--- src/rtl/fetch_align_pkg.sv ---
// Shared wires package for the fetch/align front end.
//
// Holds the FSM state enum, the bundled input/output record types used by
// fetch_align, the halfword queue depth and a small helper that classifies
// a halfword as the start of a compressed (16-bit) or a full 32-bit
// instruction.
package fetch_align_pkg;

    // Request FSM: IDLE (queue too full to fetch), FETCH (request on the bus),
    // KILL (a redirect arrived while a request was still unaccepted; the bus
    // request is held until accepted and its data thrown away).
    typedef enum logic [1:0] {
        IDLE  = 2'd0,
        FETCH = 2'd1,
        KILL  = 2'd2
    } fetch_align_state_type;

    typedef struct packed {
        logic        fetch_ready;
        logic [31:0] fetch_rdata;
        logic        redirect;
        logic [31:0] redirect_pc;
        logic        instr_ready;
    } fetch_align_in_type;

    typedef struct packed {
        logic        fetch_valid;
        logic [31:0] fetch_addr;
        logic        instr_valid;
        logic [31:0] instr;
        logic [31:0] instr_pc;
        logic        instr_rvc;
    } fetch_align_out_type;

    // Halfword queue depth: one fetched word plus one pending word.
    localparam int unsigned QUEUE_DEPTH = 4;

    // A halfword whose two low bits are not 2'b11 starts a 16-bit instruction.
    function automatic logic is_rvc(input logic [15:0] half);
        return half[1:0] != 2'b11;
    endfunction

endpackage

--- src/rtl/fetch_queue.sv ---
// Four-entry halfword FIFO sitting between the instruction memory and the
// aligner.
//
// Ports:
//   clock, reset      : clock and asynchronous active-high reset
//   flush             : empty the queue (takes priority over push/pop)
//   push              : number of halfwords written this cycle (0/1/2)
//   push_lo, push_hi  : first and second halfword to write (push_lo first)
//   pop               : number of halfwords removed from the head (0/1/2)
//   count             : halfwords currently held (0..4)
//   h0, h1            : head entry and the entry behind it
//
// Push and pop happen in the same cycle; the caller guarantees the
// occupancy never exceeds four.
module fetch_queue
    import fetch_align_pkg::*;
(
    input  logic        clock,
    input  logic        reset,
    input  logic        flush,
    input  logic [1:0]  push,
    input  logic [15:0] push_lo,
    input  logic [15:0] push_hi,
    input  logic [1:0]  pop,
    output logic [2:0]  count,
    output logic [15:0] h0,
    output logic [15:0] h1
);

    logic [15:0]            slot_reg [QUEUE_DEPTH];
    logic [1:0]             rd_ptr_reg;
    logic [1:0]             wr_ptr_reg;
    logic [2:0]             count_reg;
    logic [1:0]             rd_ptr_inc;
    logic [1:0]             wr_ptr_inc;
    logic [QUEUE_DEPTH-1:0] we_lo;
    logic [QUEUE_DEPTH-1:0] we_hi;

    assign rd_ptr_inc = rd_ptr_reg + 2'd1;
    assign wr_ptr_inc = wr_ptr_reg + 2'd1;

    // Per-slot write enables: the first pushed halfword lands at the write
    // pointer, the second one in the slot after it.
    generate
        for (genvar gi = 0; gi < QUEUE_DEPTH; gi++) begin : g_we
            assign we_lo[gi] = !flush && (push != 2'd0) && (wr_ptr_reg == 2'(gi));
            assign we_hi[gi] = !flush && (push == 2'd2) && (wr_ptr_inc == 2'(gi));
        end
    endgenerate

    always_ff @(posedge clock or posedge reset) begin
        if (reset) begin
            rd_ptr_reg <= 2'd0;
            wr_ptr_reg <= 2'd0;
            count_reg  <= 3'd0;
        end else if (flush) begin
            rd_ptr_reg <= 2'd0;
            wr_ptr_reg <= 2'd0;
            count_reg  <= 3'd0;
        end else begin
            rd_ptr_reg <= rd_ptr_reg + pop;
            wr_ptr_reg <= wr_ptr_reg + push;
            count_reg  <= count_reg + {1'b0, push} - {1'b0, pop};
        end
    end

    always_ff @(posedge clock or posedge reset) begin
        if (reset) begin
            for (int i = 0; i < QUEUE_DEPTH; i++) begin
                slot_reg[i] <= 16'h0000;
            end
        end else begin
            for (int i = 0; i < QUEUE_DEPTH; i++) begin
                if (we_lo[i]) begin
                    slot_reg[i] <= push_lo;
                end else if (we_hi[i]) begin
                    slot_reg[i] <= push_hi;
                end
            end
        end
    end

    assign count = count_reg;
    assign h0    = slot_reg[rd_ptr_reg];
    assign h1    = slot_reg[rd_ptr_inc];

endmodule

--- src/rtl/fetch_align.sv ---
// Instruction fetch and alignment unit for a mixed 16/32-bit instruction
// stream.
//
// Fetches aligned 32-bit words from instruction memory, buffers them as
// halfwords and presents one complete (possibly word-straddling)
// instruction per handshake to the decode stage. Supports redirects
// (branch/jump/trap) at any time, including while a memory request is
// still waiting to be accepted.
//
// Ports:
//   clock, reset             : clock, asynchronous active-high reset
//   fetch_valid/fetch_addr   : memory request strobe and word address
//   fetch_ready/fetch_rdata  : memory accept; data valid in the same cycle
//   redirect/redirect_pc     : flush and restart at redirect_pc (bit 0 ignored)
//   instr_valid/instr_ready  : downstream handshake
//   instr, instr_pc          : aligned instruction and its halfword address
//   instr_rvc                : presented instruction is 16-bit
module fetch_align
    import fetch_align_pkg::*;
#(
    parameter logic [31:0] reset_pc = 32'h0
) (
    input  logic        clock,
    input  logic        reset,
    output logic        fetch_valid,
    output logic [31:0] fetch_addr,
    input  logic        fetch_ready,
    input  logic [31:0] fetch_rdata,
    input  logic        redirect,
    input  logic [31:0] redirect_pc,
    output logic        instr_valid,
    input  logic        instr_ready,
    output logic [31:0] instr,
    output logic [31:0] instr_pc,
    output logic        instr_rvc
);

    fetch_align_state_type state_reg, state_next;
    logic [31:0] fetch_addr_reg, fetch_addr_next;
    logic [31:0] instr_pc_reg, instr_pc_next;
    logic [31:0] target_reg, target_next;
    logic        drop_low_reg, drop_low_next;

    fetch_align_in_type  in_s;
    fetch_align_out_type out_s;

    logic [2:0]  count;
    logic [15:0] h0;
    logic [15:0] h1;
    logic [1:0]  push_n;
    logic [1:0]  pop_n;
    logic        flush;
    logic [15:0] push_lo;
    logic [15:0] push_hi;
    logic        h0_rvc;
    logic        can_issue;
    logic [2:0]  count_after_pop;
    logic [31:0] redirect_word;
    logic        unused_pc_bit;

    assign in_s = '{
        fetch_ready: fetch_ready,
        fetch_rdata: fetch_rdata,
        redirect:    redirect,
        redirect_pc: redirect_pc,
        instr_ready: instr_ready
    };

    // Bit 0 of a redirect target carries no information for halfword
    // aligned code.
    assign unused_pc_bit = in_s.redirect_pc[0];

    fetch_queue u_queue (
        .clock   (clock),
        .reset   (reset),
        .flush   (flush),
        .push    (push_n),
        .push_lo (push_lo),
        .push_hi (push_hi),
        .pop     (pop_n),
        .count   (count),
        .h0      (h0),
        .h1      (h1)
    );

    // When the low halfword of the first word after an odd-halfword redirect
    // must be skipped, only the upper halfword enters the queue.
    assign push_lo = drop_low_reg ? in_s.fetch_rdata[31:16] : in_s.fetch_rdata[15:0];
    assign push_hi = in_s.fetch_rdata[31:16];

    always_comb begin
        state_next      = state_reg;
        fetch_addr_next = fetch_addr_reg;
        instr_pc_next   = instr_pc_reg;
        target_next     = target_reg;
        drop_low_next   = drop_low_reg;
        push_n          = 2'd0;
        pop_n           = 2'd0;
        flush           = 1'b0;
        out_s           = '0;

        redirect_word = {in_s.redirect_pc[31:2], 2'b00};
        h0_rvc        = is_rvc(h0);
        can_issue     = (count >= 3'd2) || ((count != 3'd0) && h0_rvc);

        // Output side: a redirect cycle never presents an instruction.
        out_s.instr_valid = can_issue && !in_s.redirect;
        out_s.instr_rvc   = out_s.instr_valid && h0_rvc;
        if (out_s.instr_valid) begin
            out_s.instr = h0_rvc ? {16'h0000, h0} : {h1, h0};
        end
        out_s.instr_pc    = instr_pc_reg;
        out_s.fetch_valid = (state_reg == FETCH) || (state_reg == KILL);
        out_s.fetch_addr  = fetch_addr_reg;

        if (out_s.instr_valid && in_s.instr_ready) begin
            pop_n         = h0_rvc ? 2'd1 : 2'd2;
            instr_pc_next = instr_pc_reg + (h0_rvc ? 32'd2 : 32'd4);
        end
        count_after_pop = count - {1'b0, pop_n};

        if (in_s.redirect) begin
            flush         = 1'b1;
            instr_pc_next = {in_s.redirect_pc[31:1], 1'b0};
            drop_low_next = in_s.redirect_pc[1];
            target_next   = redirect_word;
            if ((state_reg != IDLE) && !in_s.fetch_ready) begin
                // The bus request cannot be withdrawn: keep it, remember
                // the target and throw the response away when it comes.
                state_next = KILL;
            end else begin
                // No request in flight (or it completes now and its data
                // is dropped): restart immediately at the target.
                fetch_addr_next = redirect_word;
                state_next      = FETCH;
            end
        end else begin
            case (state_reg)
                IDLE: begin
                    if (count_after_pop <= 3'd2) begin
                        state_next = FETCH;
                    end
                end
                FETCH: begin
                    if (in_s.fetch_ready) begin
                        push_n          = drop_low_reg ? 2'd1 : 2'd2;
                        drop_low_next   = 1'b0;
                        fetch_addr_next = fetch_addr_reg + 32'd4;
                        // Keep fetching only while the next word still fits.
                        if ((count_after_pop + {1'b0, push_n}) <= 3'd2) begin
                            state_next = FETCH;
                        end else begin
                            state_next = IDLE;
                        end
                    end
                end
                KILL: begin
                    if (in_s.fetch_ready) begin
                        fetch_addr_next = target_reg;
                        state_next      = FETCH;
                    end
                end
                default: begin
                    state_next = FETCH;
                end
            endcase
        end
    end

    always_ff @(posedge clock or posedge reset) begin
        if (reset) begin
            state_reg      <= FETCH;
            fetch_addr_reg <= {reset_pc[31:2], 2'b00};
            instr_pc_reg   <= {reset_pc[31:1], 1'b0};
            target_reg     <= {reset_pc[31:2], 2'b00};
            drop_low_reg   <= 1'b0;
        end else begin
            state_reg      <= state_next;
            fetch_addr_reg <= fetch_addr_next;
            instr_pc_reg   <= instr_pc_next;
            target_reg     <= target_next;
            drop_low_reg   <= drop_low_next;
        end
    end

    assign fetch_valid = out_s.fetch_valid;
    assign fetch_addr  = out_s.fetch_addr;
    assign instr_valid = out_s.instr_valid;
    assign instr       = out_s.instr;
    assign instr_pc    = out_s.instr_pc;
    assign instr_rvc   = out_s.instr_rvc;

endmodule

--- config.mk ---
export PLATFORM = sky130hd
export DESIGN_NAME = fetch_align
export DESIGN_NICKNAME = d
export VERILOG_FILES = /design/src/rtl/fetch_align_pkg.sv /design/src/rtl/fetch_queue.sv /design/src/rtl/fetch_align.sv
export SDC_FILE = /design/constraint.sdc
export NUM_CORES = 1
export LEC_CHECK = 0
export BUFFER_PORTS_ARGS = -buffer_cell sky130_fd_sc_hd__buf_2
export CAP_MARGIN = 40
export CORE_MARGIN = 2
export CORE_UTILIZATION = 54
export CTS_BUF_LIST = sky130_fd_sc_hd__clkbuf_2
export DETAILED_ROUTE_END_ITERATION = 10
export PLACE_DENSITY = 0.8
export SKIP_LAST_GASP = 1
export SYNTH_ARGS = -nofsm -noshare
export SYNTH_HDL_FRONTEND = slang
export SYNTH_SLANG_ARGS = --single-unit
--- constraint.sdc ---
create_clock -name clock -period 4.78 [get_ports clock]
set_clock_uncertainty 0.1 [all_clocks]
set_input_delay 0.478 -clock clock [delete_from_list [all_inputs] [get_ports clock]]
set_output_delay 0.478 -clock clock [all_outputs]
set_load 0.01 [all_outputs]
==> impl_metrics.csv, run 1 <==
group,metric,value,unit
status,status,"completed",
sta,post-route-min-period,4.111,ns
route,ant_nets,0,
flow_run,maxCapViolations,0,
route,wl,31.10,mm
logic_synthesis,synthMuxAreaShare,12.02,%
power_and_ir_drop,p_per_area,424.5,nW/µm²
clock_tree,cts_buffers,17,
cells_and_area,areaGrowthSynthToFinish,17.32,%
sta,relSlewSlack,36.06,%
logic_synthesis,synthArstFlopShare,100.0,%
sta,tightestPinTransition,0.9591,ns
grt,grt_pass1_wl,49.16,mm
die,rows,50,
power_and_ir_drop,vdd_drop_max,0.2104,mV
route,dr.pass1.iters,5,
setup_path,required,4.20,ns
worst_hold_path,hp-class,"input port to register",
power_and_ir_drop,total_power,0.005212,W
cells_and_area,fin_nets,1381,
grt,antenna_found_initial,1,
grt,grt_start_max_net_pins,102,
route,via_count,10166,
cells_and_area,layout_commonest_cell,"buf_2",
die,initial_core_util,55.57,%
sta,hold_viol_final,0,
power_and_ir_drop,leakagePower,5.209,nW
clock_tree,post-cts-setup-buffers,0,
die,core_area,18830,µm²
clock_tree,clkTransAtPathRegs,0.28,ns
route,vias_per_cell,6.463,
setup_path,cpPeakStageDelay,0.83,ns
setup_path,cp-start-kind,"register",
logic_synthesis,synthSimpleGateAreaFrac,14.32,%
route,drc,0,
die,die_h,143.2,µm
sta,slew_viol_final,0,
setup_path,cp.arrival,3.53,ns
logic_synthesis,avgSynthCellArea,9.237,µm²
sta,tns,0,ns
sta,rsz0062_at_grt,"false",
grt,grt_pass1_vias,9625,
setup_path,crit_type,"register to output port",
cells_and_area,layout_common_cells,"buf_2, dfrtp_1, nand2_1",
logic_synthesis,ys_seq_area_share,39.47,%
setup_path,crit_slowest_cell,"dfrtp_2",
clock_tree,clock_sinks,165,
grt,grt_use_total,30.50,%
logic_synthesis,synth-seq-cells,165,
sta,max_clock_freq,243.2,MHz
die,dieArea,20510,µm²
die,io_pins,168,
logic_synthesis,synth_xor_area_share,2.092,%
placement,routabilityCongestion,0.8728,
logic_synthesis,synth_top_family_by_area,"compound AO/OA/AOI/OAI gates",
clock_tree,clk_latency,0.75,ns
setup_path,crit_path_max_fanout,22,
logic_synthesis,synth_warnings,0,
logic_synthesis,synthCells,1133,
logic_synthesis,synth_cell_types,66,
grt,grt_overflow_total,0,
cells_and_area,largest_register_ffs,64,
logic_synthesis,synth_area,10470,µm²
setup_path,worstPathCellList,"mux4_2 > a21o_1 > a21oi_2 > buf_4 > and2_1 > buf_2",
setup_path,worst_setup_path_end_kind,"output port",
clock_tree,h-tree-depth,4,
clock_tree,cts_tree,"yes",
sta,setup_viol,0,
logic_synthesis,synth-edff-count,0,
logic_synthesis,synth_compound_area_share,24.84,%
placement,hpwl,20.55,mm
sta,period_share,86.01,%
clock_tree,clockBufferDepth,2,
die,dieWidth,143.2,µm
cells_and_area,drive_above_1_share,22.73,%
logic_synthesis,yosys.area_share.adder,2.033,%
placement,place.port_buffers,163,
logic_synthesis,synth_ff_type,"dfrtp_1",
route,drt_iter0_markers,1308,
route,routedWlPerCell,19.77,µm
clock_tree,clk_root_buffer_cell,"clkbuf_2",
-- cell usage after synthesis (7+ instances only) --
master    count  area [µm²]
and3_1       21       131.4
nor2_1       44       165.2
buf_1        15       56.30
and4_1        7       61.31
inv_1        40       150.1
nand4_1      15       93.84
o22ai_1      90       563.0
nand3_1      25       125.1
clkbuf_1     73       274.0
mux4_2       32       720.7
and2_1       23       143.9
nor3_1        8       40.04
mux2_2       29       326.6
ha_1          9       112.6
mux2i_1      21       210.2
nand2b_1     10       62.56
or3_1        12       75.07
o31ai_1      13       97.59
o21ai_0      73       365.4
o22a_1       31       271.5
a21oi_1     103       515.5
nand2_1     108       405.4
xnor2_1      15       131.4
xor2_1       10       87.58
a31oi_1      41       256.5
dfrtp_1     164        4104
-- path summary, 6_finish.rpt --
check	slack (ns)	startpoint	cells after the start	endpoint
max	0.67	u_queue.rd_ptr_reg[0]	6	instr[0]
min	0.04	fetch_rdata[5]	4	u_queue.slot_reg[53]
max reg2reg	1.05	u_queue.rd_ptr_reg[0]	10	instr_pc[27]
min reg2reg	0.41	target_reg[2]	1	target_reg[2]
max in group asynchronous	3.25	reset	4	target_reg[9]
min in group asynchronous	0.17	reset	3	fetch_addr[28]
-- metrics by stage --
stage               cell area, µm²  hold WS [ns]  setup slack (ns)  utilization [%]  std cells
floorplan                    10480        0.3531             1.759                -       1135
global placement             11410        0.3633             1.223            60.58       1481
detailed placement           11420        0.3691             1.155            60.63       1482
CTS                          12210      0.003894            0.6510            64.86       1565
global route                 12280      0.006411            0.4626            65.19       1572
finish                       12280       0.04065            0.6688            65.20       1573
-- power by group --
group | switching, W | leakage, nW | internal, W
Clock | 0.000533 | 0.171 | 0.000350
Sequential | 0.000492 | 2.06 | 0.00175
Combinational | 0.00107 | 2.98 | 0.00101
-- repair_timing --
action,4_1_cts,5_1_grt
hold endpoints to repair,170,7
resized for setup,0,0
hold buffers,51,6
-- layout make-up --
type	count	area (µm²)
sequential	165	4134
tap	260	325.3
fill	1511	6553
clock inverter	15	200.2
multi-input combinational	833	5821
timing repair buffer	239	1546
antenna	2	5.005
clock buffer	17	85.08
inverter	42	161.4
-- critical path: cells and delay by family (launching register included) --
| kind | cells | cell delay, ns |
|---|---|---|
| AND/OR/NAND/NOR | 1 | 0.22 |
| buffers and inverters | 2 | 0.51 |
| AO/OA/AOI/OAI | 2 | 0.76 |
| multiplexers | 1 | 0.47 |
| flip-flops | 1 | 0.83 |
-- logic make-up (layout without fill, tap and decap cells) --
group | after synthesis | count (layout)
AOI/OAI and AO/OA | 410 | 410
xor gates and xnor gates | 25 | 25
adders and majority gates | 14 | 14
buffers and inverters | 137 | 313
DFF | 165 | 165
muxes | 82 | 82
other | 1 | 5
and+or+nand+nor | 299 | 299
-- per-layer routing --
| metal | vias to the layer above | wire, µm | track usage (%) |
|---|---|---|---|
| li1 | 4615 | - | - |
| met3 | 53 | 2678 | 6.707 |
| met2 | 524 | 14970 | 48.73 |
| met1 | 4974 | 12720 | 41.36 |
| met5 | - | 0 | 0 |
| met4 | 0 | 736 | 10.53 |
(Power assumes the default switching activity.)
==> inputs of run 2 (changes only) <==
--- a/config.mk
+++ b/config.mk
@@ -7,6 +7,7 @@
 export LEC_CHECK = 0
 export BUFFER_PORTS_ARGS = -buffer_cell sky130_fd_sc_hd__buf_2
 export CAP_MARGIN = 40
+export CORE_ASPECT_RATIO = 1.4
 export CORE_MARGIN = 2
 export CORE_UTILIZATION = 54
 export CTS_BUF_LIST = sky130_fd_sc_hd__clkbuf_2
==> run 2 against run 1 <==
Against the previous run: clock power decreased by 5.5%; design area increased by 0.72%; maximum frequency up 2.3%; critical path depth unchanged; flip-flop and latch count did not move; critical endpoint is now instr[30]; largest power group unchanged; highest routed layer is now met5.
==> impl_metrics.csv, run 2 (same netlist as run 1, synthesis figures left out) <==
group,metric,value,unit
grt,grt_overflow_total,0,
status,status,"completed",
route,drc,0,
sta,post-route-min-period,4.019,ns
cells_and_area,instances_no_fill,1568,
route,drt_iter0_markers,917,
placement,dpl_cell_area,11450,µm²
clock_tree,clk_latency,0.85,ns
setup_path,crit_path_max_fanout,34,
cells_and_area,multi_input_area,5823,µm²
die,dieArea,20530,µm²
clock_tree,clkTransAtPathRegs,0.27,ns
power_and_ir_drop,leakagePower,5.253,nW
setup_path,cp.arrival,3.44,ns
route,dr.pass1.iters,6,
clock_tree,h-tree-depth,4,
placement,place.port_buffers,163,
sta,slew_viol_final,0,
cells_and_area,nFillCells,1558,
cells_and_area,largest_register_ffs,64,
route,via_count,10248,
placement,routabilityCongestion,0.9230,
cells_and_area,fin_nets,1389,
worst_hold_path,hp-class,"input port to register",
setup_path,worst_setup_path_end_kind,"output port",
cells_and_area,layout_common_cells,"buf_2, dfrtp_1, nand2_1",
clock_tree,cts_buffers,17,
sta,period_share,84.08,%
clock_tree,cts_resized,0,
die,dieWidth,121.7,µm
clock_tree,clockBufferDepth,2,
setup_path,required,4.20,ns
cells_and_area,layout_commonest_cell,"buf_2",
route,wl,31.36,mm
sta,relSlewSlack,35.35,%
die,die_h,168.7,µm
clock_tree,post-cts-setup-buffers,0,
die,io_pins,168,
sta,hold_viol_final,0,
die,core_area,19140,µm²
die,initial_core_util,54.67,%
placement,dp_cells,1471,
route,routedWlPerCell,20.00,µm
setup_path,crit_type,"register to output port",
grt,grt_pass1_wl,50.65,mm
cells_and_area,drive_above_1_share,22.82,%
route,ant_nets,0,
sta,setup_ws,0.7612,ns
placement,dp_slack,1.101,ns
placement,hpwl,20.58,mm
sta,setup_viol,0,
grt,grt_start_max_net_pins,127,
power_and_ir_drop,total_power,0.005192,W
cells_and_area,design_area,12370,µm²
grt,grt_pass1_vias,9921,
route,vias_per_cell,6.536,
cells_and_area,seqCellArea,4134,µm²
flow_run,maxCapViolations,0,
cells_and_area,areaGrowthSynthToFinish,18.17,%
sta,max_clock_freq,248.8,MHz
clock_tree,cts_tree,"yes",
grt,grt_use_total,30.95,%
die,rows,60,
sta,tns,0,ns
power_and_ir_drop,p_per_area,419.8,nW/µm²
grt,antenna_found_initial,2,
power_and_ir_drop,vdd_drop_max,0.2874,mV
clock_tree,clk_root_buffer_cell,"clkbuf_2",
sta,rsz0062_at_grt,"false",
clock_tree,clock_sinks,165,
setup_path,cp-start-kind,"register",
sta,tightestPinTransition,0.9608,ns
## run 2: cell count changes in the layout (fill, tap and decap cells not counted), moves of 3 or more
| cell | previous run | this run |
|---|---|---|
| buf_12 | 1 | 4 |
| clkinv_8 | 0 | 3 |
| dlygate4sd3_1 | 57 | 64 |
| inv_8 | 0 | 4 |
| bufinv_16 | 4 | 1 |
| clkinv_2 | 3 | 0 |
## run 2: area by class of cell
type | instances | share of cell area, %
Antenna cell | 1 | 0.02023
Clock buffer | 17 | 0.6880
Clock inverter | 15 | 1.487
Inverter | 42 | 1.305
Multi-Input combinational cell | 833 | 47.09
Sequential cell | 165 | 33.43
Tap cell | 248 | 2.509
Timing Repair Buffer | 247 | 13.48
## run 2: critical path: stages (launching register included)
cell and delay [ns]:
dfrtp_1 0.76, mux4_2 0.65, a21o_1 0.28, a21oi_2 0.17
buf_4 0.36, and3_1 0.26, buf_2 0.15
## run 2: timing repair
item	4_1_cts	5_1_grt
hold endpoints to repair	312	1
setup endpoints to repair	0	0
hold buffers	63	1
## run 2: metrics by stage
step / util, % / hold slack [ns]
floorplan: - / 0.3531
global placement: 59.44 / 0.3635
detailed placement: 59.84 / 0.2960
CTS: 64.54 / 0.001872
global route: 64.60 / 0.001314
finish: 64.60 / 0.01716
## run 2: final timing paths
check,start,endpoint,slack (ns),cells past startpoint
max in group asynchronous,reset,u_queue.wr_ptr_reg[0],3.05,5
min in group asynchronous,reset,instr_pc[29],0.53,4
setup / recovery,u_queue.rd_ptr_reg[1],instr[30],0.76,6
hold / removal,fetch_rdata[31],u_queue.slot_reg[63],0.02,4
hold reg to reg,target_reg[2],target_reg[2],0.42,1
setup reg to reg,u_queue.rd_ptr_reg[1],instr_pc[20],1.05,9
## run 2: power by group
| part | internal [W] | leakage (nW) | switching (W) |
|---|---|---|---|
| clock network | 0.000225 | 0.156 | 0.000609 |
| logic | 0.00103 | 3.04 | 0.00111 |
| registers | 0.00175 | 2.06 | 0.000468 |
## run 2: per-layer routing
layer | vias to the layer above | track usage [%] | share of wire, %
met2 | 538 | 53.66 | 51
li1 | 4631 | - | -
met5 | - | 0 | 0.041
met4 | 2 | 11.54 | 3.1
met1 | 4998 | 38.48 | 38
met3 | 79 | 5.458 | 7.4
